$ cat src/rtl/cmd_stream_arbiter.sv
// ---------------------------------------------------------------------------
// cmd_stream_arbiter
//
// Merges two byte-oriented command streams (for example SPI and UART) onto
// one stream feeding the command decoder. Whole commands are forwarded
// atomically. The first byte of each command is the opcode, and it sets how
// many bytes that command has. The arbiter locks onto the source that sent
// the opcode until the last byte of the command has transferred.
//
// The data path is a zero-latency combinational mux. Only the arbitration
// state is registered.
//
// Parameters
//   TRI_CMD_BYTES  : total bytes of an 0xA1 upload-triangle command (<= 255)
//   INST_CMD_BYTES : total bytes of an 0xB0 add-model-instance command (<= 255)
//
// Ports
//   clk, rstn                    : clock (rising edge), async active-low reset
//   s0_valid/s0_ready/s0_data    : source 0 byte stream
//   s1_valid/s1_ready/s1_data    : source 1 byte stream
//   m_valid/m_ready/m_data       : merged stream to the command decoder
//   m_src                        : index of the source currently granted
//   busy                         : high while a multi-byte command is open
//   bad_opcode                   : one-cycle pulse after an unknown opcode
//                                  has been forwarded
//
// Optional feature (macro CMD_ARB_STATS_EN)
//   s0_cmd_count, s1_cmd_count   : 16-bit wrapping count of commands each
//                                  source has completed
// ---------------------------------------------------------------------------
module cmd_stream_arbiter #(
    parameter int TRI_CMD_BYTES  = 19,
    parameter int INST_CMD_BYTES = 14
) (
    input  logic       clk,
    input  logic       rstn,
    input  logic       s0_valid,
    output logic       s0_ready,
    input  logic [7:0] s0_data,
    input  logic       s1_valid,
    output logic       s1_ready,
    input  logic [7:0] s1_data,
    output logic       m_valid,
    input  logic       m_ready,
    output logic [7:0] m_data,
    output logic       m_src,
    output logic       busy,
    output logic       bad_opcode
`ifdef CMD_ARB_STATS_EN
    ,
    output logic [15:0] s0_cmd_count,
    output logic [15:0] s1_cmd_count
`endif
);

    typedef enum logic {
        IDLE   = 1'b0,
        LOCKED = 1'b1
    } state_t;

    state_t     state_q, state_d;
    logic       grant_q, grant_d;     // source owning the open command
    logic       rr_q, rr_d;           // tie-break winner when both sources request
    logic [7:0] bytes_left_q, bytes_left_d;
    logic       bad_q, bad_d;

    logic       grant;
    logic       xfer;
    logic       cmd_last;             // the current transfer completes a command
    logic [7:0] cmd_len;

    // Total length of a command, opcode byte included. Any opcode that is not
    // recognised is treated as a one-byte command. This keeps the arbiter from
    // locking up on garbage bytes.
    function automatic logic [7:0] opcode_len(input logic [7:0] op);
        case (op)
            8'hA0:   opcode_len = 8'd2;
            8'hA1:   opcode_len = 8'(TRI_CMD_BYTES);
            8'hB0:   opcode_len = 8'(INST_CMD_BYTES);
            default: opcode_len = 8'd1;
        endcase
    endfunction

    function automatic logic opcode_known(input logic [7:0] op);
        opcode_known = (op == 8'hA0) || (op == 8'hA1) || (op == 8'hB0);
    endfunction

    // Grant selection. In LOCKED the owner is held even when it stops
    // requesting, so that the other source never splits a command.
    always_comb begin
        grant = rr_q;
        if (state_q == LOCKED) begin
            grant = grant_q;
        end else if (s0_valid && !s1_valid) begin
            grant = 1'b0;
        end else if (s1_valid && !s0_valid) begin
            grant = 1'b1;
        end
    end

    assign m_valid  = grant ? s1_valid : s0_valid;
    assign m_data   = grant ? s1_data  : s0_data;
    assign s0_ready = !grant && m_ready;
    assign s1_ready =  grant && m_ready;
    assign m_src    = grant;
    assign busy     = (state_q == LOCKED);
    assign bad_opcode = bad_q;

    assign xfer    = m_valid && m_ready;
    assign cmd_len = opcode_len(m_data);

    always_comb begin
        state_d      = state_q;
        grant_d      = grant_q;
        rr_d         = rr_q;
        bytes_left_d = bytes_left_q;
        bad_d        = 1'b0;
        cmd_last     = 1'b0;
        case (state_q)
            IDLE: begin
                if (xfer) begin
                    if (cmd_len > 8'd1) begin
                        bytes_left_d = cmd_len - 8'd1;
                        state_d      = LOCKED;
                        grant_d      = grant;
                    end else begin
                        rr_d     = !grant;
                        bad_d    = !opcode_known(m_data);
                        cmd_last = 1'b1;
                    end
                end
            end
            LOCKED: begin
                if (xfer) begin
                    bytes_left_d = bytes_left_q - 8'd1;
                    if (bytes_left_q == 8'd1) begin
                        state_d  = IDLE;
                        rr_d     = !grant_q;
                        cmd_last = 1'b1;
                    end
                end
            end
            default: state_d = IDLE;
        endcase
    end

    // A reset in the middle of a command drops the partial command. The
    // decoder shares rstn, so it discards its own partial state as well.
    always_ff @(posedge clk or negedge rstn) begin
        if (!rstn) begin
            state_q      <= IDLE;
            grant_q      <= 1'b0;
            rr_q         <= 1'b0;
            bytes_left_q <= 8'd0;
            bad_q        <= 1'b0;
        end else begin
            state_q      <= state_d;
            grant_q      <= grant_d;
            rr_q         <= rr_d;
            bytes_left_q <= bytes_left_d;
            bad_q        <= bad_d;
        end
    end

`ifdef CMD_ARB_STATS_EN
    logic [15:0] s0_cnt_q, s0_cnt_d;
    logic [15:0] s1_cnt_q, s1_cnt_d;

    // The counters wrap naturally at 16 bits.
    always_comb begin
        s0_cnt_d = s0_cnt_q;
        s1_cnt_d = s1_cnt_q;
        if (xfer && cmd_last) begin
            if (grant) s1_cnt_d = s1_cnt_q + 16'd1;
            else       s0_cnt_d = s0_cnt_q + 16'd1;
        end
    end

    always_ff @(posedge clk or negedge rstn) begin
        if (!rstn) begin
            s0_cnt_q <= 16'd0;
            s1_cnt_q <= 16'd0;
        end else begin
            s0_cnt_q <= s0_cnt_d;
            s1_cnt_q <= s1_cnt_d;
        end
    end

    assign s0_cmd_count = s0_cnt_q;
    assign s1_cmd_count = s1_cnt_q;
`endif

endmodule

$ cat config.mk
export PLATFORM = sky130hd
export DESIGN_NAME = cmd_stream_arbiter
export DESIGN_NICKNAME = d
export VERILOG_FILES = /design/src/rtl/cmd_stream_arbiter.sv
export SDC_FILE = /design/constraint.sdc
export NUM_CORES = 1
export LEC_CHECK = 0
export ABC_AREA = 0
export BUFFER_PORTS_ARGS = -buffer_cell sky130_fd_sc_hd__buf_2
export CAP_MARGIN = 20
export CORE_AREA = 10 10 58 72
export CTS_CLUSTER_SIZE = 14
export DETAILED_ROUTE_END_ITERATION = 16
export DIE_AREA = 0 0 68 82
export PLACE_DENSITY_LB_ADDON = 0.2
export SYNTH_ARGS = -nofsm -noshare
export SYNTH_HDL_FRONTEND = slang
export SYNTH_SLANG_ARGS = --single-unit
$ cat constraint.sdc
create_clock -name clk -period 1.7 [get_ports clk]
set_input_delay 0.34 -clock clk [delete_from_list [all_inputs] [get_ports clk]]
set_output_delay 0.34 -clock clk [all_outputs]
set_load 0.03 [all_outputs]
==> metrics, run 1 <==
result of the run complete, but fails checks; failing checks setup timing; Die Height between 80 and 90 µm; I/O Buffers 34; largest net degree at the start of global routing 13; relative slew slack 58.6%; Ys Warns 0; post-route ant nets 0; WL per Instance 16.4 µm; first-pass GRT wire length between 6 and 7 mm; die area 0.00558 mm²; final worst setup slack -258 ps; critical path fanouts, max 5; RD Place Congestion approximately 0.83; PD cells roughly 800 mW/mm²; Fin Setup TNS -2450 ps; # fillers approximately 260; Cell Count, Final, Fillers Out roughly 220; vias in the first global route 1,405; Seq/Total Area, Yosys 27.4%; number of diodes 0; Post-synth ARST share 100%; vias between 1,000 and 1,500; area occupied by multi-input gates 843 µm²; CTS H-tree lvls 1; R2R depth 6; vias per cell 5.63; Syn Inst Count 120; CTS Buf Count 3; Worst R2R End bytes_left_q[0]; RSZ-0062 raised after global routing true; CP top delay family flip-flops; DRC violations left 0; worst slack at placement -270 ps; Overall Power around 1400 µW; Synth Cell Area between 0.001 and 0.0015 mm²; Die Wd 68 µm; element type at the critical path end output pin; critical path data required time between 1000 and 1500 ps; CP max stage delay approximately 460 ps; Slew Viols, Final 0; root buffer cell clkbuf_4; Max Clock Skew roughly 4 ps; Inst Count DP about 210; Layout area overhead 59.4%; syn nets 143; GR Overflow Total 0; r2r setup slk -60 ps; final setup fails 14; Max Clk Rate approximately 510 MHz; Slew @ Worst Pin slightly above 600 ps; Synth Area per Inst just over 9 µm²; Fin. Hold Viols 0; most common cell after layout, fill and taps aside buf_4; critical path class register to output pin; Synth area leader dfrtp_1; clk slew on worst S/H paths roughly 70 ps; # clock sinks 12; FF+latch area 303 µm²; CORE AREA 0.00286 mm²; Synth area leaders dfrtp_1 27%, mux2_2 8.2%, mux2i_1 3.6%, nor3_1 3.6%, inv_1 3.4%; Post-synth top flop dfrtp_1; worst skew pair latency ~270 ps; DRT Wirelength around 3.7 mm; post-DP HPWL a little under 3 mm; Leak 0.000795 µW; initial antenna violation count 0; Critical Path AT ~1600 ps; # IOs 35; cells along the critical path o211ai_4 -> and2_4 -> mux2_4 -> buf_6; DR pass1 iterations 4; post-synth top area share a little over a quarter; Hold Path Class primary input to asynchronous set/reset pin; starting density of the core about two fifths; 1st-iter DRT viols 40; clock buffer depth 2; CTS tree yes; Critical-path top delay cell dfrtp_2; layout cell share with drive strength beyond 1 a little over half; Buf/Inv on CP 1; fin crit period slightly below 2000 ps; type of origin of the critical path register; commonest non-fill, non-tap cells in the layout 30 x buf_4, 22 x buf_2, 12 x buf_6; Max-Cap Viols 0; post-synth cell types between 40 and 50; hold_ws approximately 470 ps; Final Cycle Share 115%; Yosys reg bits 12; nets ~210; Site Rows 22; VDD IR max around 0.43 mV; number of flops mapped to enable cells by yosys 0; total global-route track usage 14.2%; reg-to-reg startpoint busy
state kept, by name, indices dropped and copies added, names as in the netlist:
name,flops
grant_q,1
bytes_left_q,8
bad_opcode,1
busy,1
rr_q,1
worst max-delay path by stage:
stage	start	to	slack, ps	cells past startpoint
2_1_floorplan	busy	m_data[0]	-230	6
3_5_place_dp	s0_valid	m_data[3]	-270	6
6_report	rr_q	m_data[1]	-260	4
5_1_grt	rr_q	m_data[3]	-330	4
3_3_place_gp	s0_valid	m_data[3]	-240	6
4_1_cts	rr_q	m_data[1]	-260	4
synth_stat cells (2+ instances only):
cell type / count
nor2_1: 5
inv_1: 10
ha_1: 2
and3_1: 2
dfrtp_1: 12
nor3_1: 8
mux2_2: 8
a21oi_1: 5
o21ai_0: 6
a2111o_1: 2
nand4bb_1: 2
a31oi_1: 2
o221ai_1: 2
mux2i_1: 4
nand3_1: 5
a21o_1: 3
or3_1: 2
a211o_1: 2
and2_1: 2
clkbuf_8: 2
nor4_1: 4
nand2_1: 6
a22o_1: 3
logic make-up (layout without fill, tap and decap cells):
family | Yosys count | in the layout | share of synthesized area, %
DFF | 12 | 12 | 27.4
AOI/OAI and AO/OA | 35 | 35 | 27.8
adders and majority gates | 2 | 2 | 2.28
muxes | 12 | 12 | 11.9
buffers and inverters | 13 | 79 | 6.39
and+or+nand+nor | 46 | 47 | 24.3
power breakdown:
part	leakage (µW)	internal, µW	switching, µW	total [µW]
sequential	0.000128	348	67.8	416
combinational	0.000645	383	411	795
clock	0.0000210	130	91.5	222
total	0.000795	862	571	1430
final cells by class:
type,count,share of cell area [%]
clock buffer,4,2.07
timing repair buffer,65,27.5
tap,36,2.58
sequential,12,17.3
multi-input combinational,96,48.2
inverter,10,2.36
stage by stage:
stage / utilization (%) / cell area (µm²)
5_1_grt: 61.1 / 1750
3_5_place_dp: 53.5 / 1530
6_report: 61.1 / 1750
3_3_place_gp: 53.5 / 1530
2_1_floorplan: - / 1160
4_1_cts: 58.8 / 1680
per-layer routing:
metal  routed length (µm)  up-vias  global-route usage [%]
met1                 1500      598                    14.9
li1                     -      597                       -
met4                  138        0                    8.47
met5                    0        -                       0
met3                  231       12                    4.50
met2                 1800       48                    23.9
what timing repair did:
action / CTS / global route
endpoints found under the hold margin: 12 / 0
gates resized for setup: 31 / 10
pin swaps: 4 / 5
buffers inserted: 1 / 2
setup endpoints to repair: 17 / 23
cloned: 1 / 0
hold buffers: 1 / 0
Note: power is estimated with default switching activity, not from simulation.
==> run 2: changes to the inputs <==
--- a/config.mk
+++ b/config.mk
@@ -6,7 +6,7 @@
 export NUM_CORES = 1
 export LEC_CHECK = 0
 export ABC_AREA = 0
-export BUFFER_PORTS_ARGS = -buffer_cell sky130_fd_sc_hd__buf_2
+export BUFFER_PORTS_ARGS = -buffer_cell sky130_fd_sc_hd__clkbuf_2
 export CAP_MARGIN = 20
 export CORE_AREA = 10 10 58 72
 export CTS_CLUSTER_SIZE = 14
==> metrics, run 2 (synthesized netlist as in run 1, its figures left out) <==
final worst setup slack -273 ps (was -258 ps); total global-route track usage 14.9% (was 14.2%); Worst R2R End bytes_left_q[0] (unchanged); part of the power in registers 29.9% (was 29.0%); initial antenna violation count 0 (unchanged); first-pass GRT wire length 6.56 mm (was 6.31 mm); DR pass1 iterations 4 (unchanged); RSZ-0062 raised after global routing true (unchanged); die area 0.00558 mm² (unchanged); worst skew pair latency 280 ps (was 270 ps); layout cell share with drive strength beyond 1 52.7% (was 52.9%); WL per Instance 17.5 µm (was 16.4 µm); final setup fails 20 (was 14); Fin Setup TNS -2920 ps (was -2450 ps); DRC violations left 0 (unchanged); PD cells 807 mW/mm² (was 819 mW/mm²); Layout area overhead 61.8% (was 59.4%); CTS tree yes (unchanged); vias in the first global route 1,389 (was 1,405); Slew Viols, Final 0 (unchanged); Cell Count, Final, Fillers Out 224 (was 223); clock buffer depth 2 (unchanged); I/O Buffers 34 (unchanged); Site Rows 22 (unchanged); Psw 586 µW (was 571 µW); element type at the critical path end output pin (unchanged); 1st-iter DRT viols 59 (was 40); critical path data required time 1360 ps (about the same); Slew @ Worst Pin 486 ps (was 614 ps); CTS Buf Count 3 (unchanged); # IOs 35 (unchanged); Logic pwr share 56.7% (was 55.5%); vias 1,264 (was 1,255); clock share of power 13.3% (was 15.5%); Fin. Hold Viols 0 (unchanged); Metal-1 WL 1.60 mm (was 1.50 mm); Critical Path AT 1630 ps (was 1620 ps); starting density of the core 38.3% (unchanged); VDD IR max 0.498 mV (was 0.431 mV); Final Util 62.0% (was 61.1%); post-DP HPWL 2.85 mm (was 2.94 mm); reg-to-reg startpoint busy (unchanged); fin crit period 1970 ps (was 1960 ps); relative slew slack 67.3% (was 58.6%); Pint 846 µW (was 862 µW); Net Sw Frac 40.9% (was 39.8%); failing checks setup timing (unchanged); nets 212 (was 211); critical path fanouts, max 5 (unchanged); clk slew on worst S/H paths 80 ps (was 70 ps); Leak 0.000817 µW (was 0.000795 µW); number of diodes 0 (unchanged); Overall Power 1430 µW (about the same); most common cell after layout, fill and taps aside buf_4 (unchanged); Die Height 82 µm (unchanged); root buffer cell clkbuf_4 (unchanged); critical path class register to output pin (unchanged); Final Cycle Share 116% (was 115%); largest net degree at the start of global routing 13 (unchanged); Biggest register bytes_left_q (unchanged); DRT Wirelength 3.91 mm (was 3.67 mm); post-route ant nets 0 (unchanged); vias per cell 5.64 (was 5.63); type of origin of the critical path register (unchanged); uppermost routed layer met4 (unchanged); RD Place Congestion 0.797 (was 0.834); # fillers 239 (was 259); GR Overflow Total 0 (unchanged); crit path from rr_q (unchanged); R2R depth 7 (was 6); r2r setup slk -100 ps (was -60 ps); Max Clock Skew 1.45 ps (was 4.10 ps); CTS H-tree lvls 1 (unchanged); result of the run complete, but fails checks (unchanged); commonest non-fill, non-tap cells in the layout 29 x buf_4, 22 x clkbuf_2, 10 x dfrtp_1, 10 x buf_8 (was 30 x buf_4, 22 x buf_2, 12 x buf_6); Die Wd 68 µm (unchanged); Max-Cap Viols 0 (unchanged); # clock sinks 12 (unchanged); max reg flops 8 (unchanged); CORE AREA 0.00286 mm² (unchanged); Max Clk Rate 507 MHz (was 511 MHz); hold_ws 475 ps (was 474 ps); Inst Count DP 214 (unchanged); met2 WL 1.89 mm (was 1.80 mm); Hold Path Class primary input to asynchronous set/reset pin (unchanged); metal3 WL 290 µm (was 231 µm)
==> run 2: changes by cell type in the layout (fill, tap and decap cells not counted), moves of 9 or more <==
cell	change
buf_6	-9
clkbuf_2	+22
buf_8	+10
buf_2	-22
==> run 2: area by class of cell <==
class | instances | area, µm² | share of cell area [%]
flip-flops and latches | 12 | 303 | 17.1
inverters | 10 | 41.3 | 2.33
repair buffers | 66 | 536 | 30.2
multi-input cells | 96 | 825 | 46.4
well taps | 36 | 45.0 | 2.54
clock buffers | 4 | 26.3 | 1.48
==> run 2: worst max-delay path, stage by stage (launching register included) <==
cell,delay [ps]
dfrtp_2,450
o211ai_4,190
and2_4,250
mux2_4,320
buf_8,140
==> run 2: worst max-delay path by stage <==
| stage | to | depth (start not counted) |
|---|---|---|
| after detailed placement | m_data[3] | 6 |
| after global placement | m_data[3] | 6 |
| after CTS | m_data[2] | 5 |
| final | m_data[6] | 4 |
| after floorplan | m_data[0] | 6 |
| after global routing | m_data[5] | 5 |
==> run 2: power by group through the flow <==
stage / sequential [µW] / clock [µW] / combinational (µW)
global placement: 421 / 0 / 645
finish: 429 / 191 / 812
CTS: 421 / 198 / 762
floorplan: 415 / 0 / 451
global route: 442 / 208 / 880
detailed placement: 428 / 0 / 657
==> run 2: timing repair <==
item                                   CTS  global route
hold buffers                             1             0
endpoints found under the hold margin   12             0
setup endpoints to repair               13            22
resized for setup                       31            20
pin swaps                                5             7
cloned                                   1             0
setup buffers                            3             2
==> run 2: metal layers <==
layer / vias to the layer above / global-route usage (%)
li1: 604 / -
met1: 594 / 15.9
met2: 55 / 25.4
met3: 11 / 4.36
met4: 0 / 8.27
met5: - / 0
==> run 2: per-stage QoR <==
step           area, µm²  setup WS [ps]
6_report            1780           -273
3_5_place_dp        1530           -264
4_1_cts             1710           -285
5_1_grt             1780           -322
3_3_place_gp        1530           -251
2_1_floorplan       1160           -229
==> run 3: changes to the inputs <==
==> constraint.sdc (replaced) <==
create_clock -name clk -period 1.7 [get_ports clk]
set_input_delay 0.255 -clock clk [delete_from_list [all_inputs] [get_ports clk]]
set_output_delay 0.255 -clock clk [all_outputs]
set_load 0.03 [all_outputs]
==> metrics, run 3 (synthesized netlist as in run 1, its figures left out) <==
part of the power in registers 28.7% (was 29.9%); DRC violations left 0 (unchanged); I/O Buffers 34 (unchanged); number of diodes 0 (unchanged); post-route ant nets 0 (unchanged); clock buffer depth 2 (unchanged); Max Clock Skew 12.0 ps (was 1.45 ps); CTS tree yes (unchanged); Die Wd 68 µm (unchanged); type of origin of the critical path register (unchanged); die area 0.00558 mm² (unchanged); RSZ-0062 raised after global routing true (unchanged); hold_ws 378 ps (was 475 ps); element type at the critical path end output pin (unchanged); DRT Wirelength 3.98 mm (was 3.91 mm); critical path class register to output pin (unchanged); VDD IR max 0.489 mV (was 0.498 mV); Net Sw Frac 40.9% (about the same); RD Place Congestion 0.892 (was 0.797); result of the run complete, but fails checks (unchanged); failing checks setup timing (unchanged); area occupied by multi-input gates 855 µm² (was 825 µm²); worst skew pair latency 290 ps (was 280 ps); vias per cell 5.66 (was 5.64); post-DP HPWL 2.81 mm (was 2.85 mm); DR pass1 iterations 6 (was 4); CP max stage delay 450 ps (about the same); CP top delay family flip-flops (unchanged); Slew Viols, Final 0 (unchanged); critical path data required time 1440 ps (was 1360 ps); largest net degree at the start of global routing 16 (was 13); Site Rows 22 (unchanged); total global-route track usage 14.2% (was 14.9%); Hold Path Class primary input to asynchronous set/reset pin (unchanged); Inst Count DP 212 (was 214); Leak 0.000832 µW (was 0.000817 µW); # clock sinks 12 (unchanged); Die Height 82 µm (unchanged); vias in the first global route 1,404 (was 1,389); clock share of power 12.9% (was 13.3%); Layout area overhead 65.9% (was 61.8%); Cell Count, Final, Fillers Out 227 (was 224); Buf/Inv on CP 1 (unchanged); GR Overflow Total 0 (unchanged); Psw 597 µW (was 586 µW); most common cell after layout, fill and taps aside buf_4 (unchanged); Max Clk Rate 524 MHz (was 507 MHz); Pint 865 µW (was 846 µW); nets 215 (was 212); # IOs 35 (unchanged); WL per Instance 17.5 µm (about the same); CTS H-tree lvls 1 (unchanged); r2r setup slk -180 ps (was -100 ps); CORE AREA 0.00286 mm² (unchanged); relative slew slack 67.2% (was 67.3%); final setup fails 20 (unchanged); Critical-path top delay cell dfrtp_2 (unchanged); CTS Buf Count 3 (unchanged); fin crit period 1910 ps (was 1970 ps); Final Cycle Share 112% (was 116%); vias 1,284 (was 1,264); commonest non-fill, non-tap cells in the layout 31 x buf_4, 22 x clkbuf_2, 9 x dfrtp_1, 9 x buf_8 (was 29 x buf_4, 22 x clkbuf_2, 10 x dfrtp_1, 10 x buf_8); starting density of the core 38.3% (unchanged); PD cells 803 mW/mm² (was 807 mW/mm²); Logic pwr share 58.4% (was 56.7%); FF+latch area 304 µm² (was 303 µm²); Max-Cap Viols 0 (unchanged); Final Util 63.6% (was 62.0%); final worst setup slack -210 ps (was -273 ps); clk slew on worst S/H paths 80 ps (about the same); # fillers 245 (was 239); max reg flops 8 (unchanged); initial antenna violation count 0 (unchanged); root buffer cell clkbuf_4 (unchanged); 1st-iter DRT viols 38 (was 59); Overall Power 1460 µW (was 1430 µW); first-pass GRT wire length 6.14 mm (was 6.56 mm); Fin. Hold Viols 0 (unchanged); Biggest register bytes_left_q (unchanged); Slew @ Worst Pin 486 ps (about the same); layout cell share with drive strength beyond 1 55.5% (was 52.7%); Critical Path AT 1650 ps (was 1630 ps); worst slack at placement -181 ps (was -264 ps); critical path fanouts, max 6 (was 5); cells along the critical path o211ai_4 -> and2_4 -> mux2_4 -> buf_8 (unchanged)
## run 3: cell count changes in the layout (fill, tap and decap cells not counted), sizes merged
cell,delta
clkbuf,-1
buf,+4
## run 3: worst paths after layout
kind                            startpoint         endpoint  cells after the start
min in group clk                s0_data[2]  bytes_left_q[1]                      5
setup reg to reg                      busy  bytes_left_q[0]                      7
hold reg to reg            bytes_left_q[7]  bytes_left_q[7]                      1
setup / recovery                      rr_q        m_data[3]                      4
max in group asynchronous             rstn          grant_q                      2
hold / removal                        rstn       bad_opcode                      2
## run 3: per-layer routing
metal / vias to the layer above / wire length, µm / GRT usage [%]
li1: 607 / - / -
met1: 603 / 1500 / 13.8
met2: 59 / 1960 / 23.9
met3: 15 / 375 / 6.68
met4: 0 / 144 / 8.67
met5: - / 0 / 0
## run 3: through the flow
step	setup TNS, ps	cell area, µm²
6_report	-2610	1820
5_1_grt	-3690	1820
4_1_cts	-1840	1690
3_5_place_dp	-2020	1520
3_3_place_gp	-1630	1520
2_1_floorplan	-1260	1160
## run 3: area by class of cell
class                   count  share of cell area, %
inverters                  10                   2.27
flip-flops and latches     12                   16.7
well taps                  36                   2.47
clock buffers               4                   1.44
multi-input cells          96                   46.9
repair buffers             69                   30.2
## run 3: worst reg2reg max path, stage by stage, from the launching register on
cell and delay (ps):
dfrtp_2 450, clkinvlp_4 100, o211ai_4 80, buf_4 140, buf_6 120, and3b_2 230
o31a_4 370, o221a_1 260
## run 3: power by group through the flow
stage	logic [µW]	clock network, µW	registers (µW)
floorplan	451	0	415
global placement	666	0	413
detailed placement	682	0	418
CTS	776	191	415
global route	912	209	427
finish	854	189	420
## run 3: timing repair
action	4_1_cts	5_1_grt
endpoints found under the setup margin	13	23
hold buffers	1	0
setup buffers	4	5
pin swaps	7	7
endpoints found under the hold margin	12	0
gates cloned	1	0
resized for setup	25	33
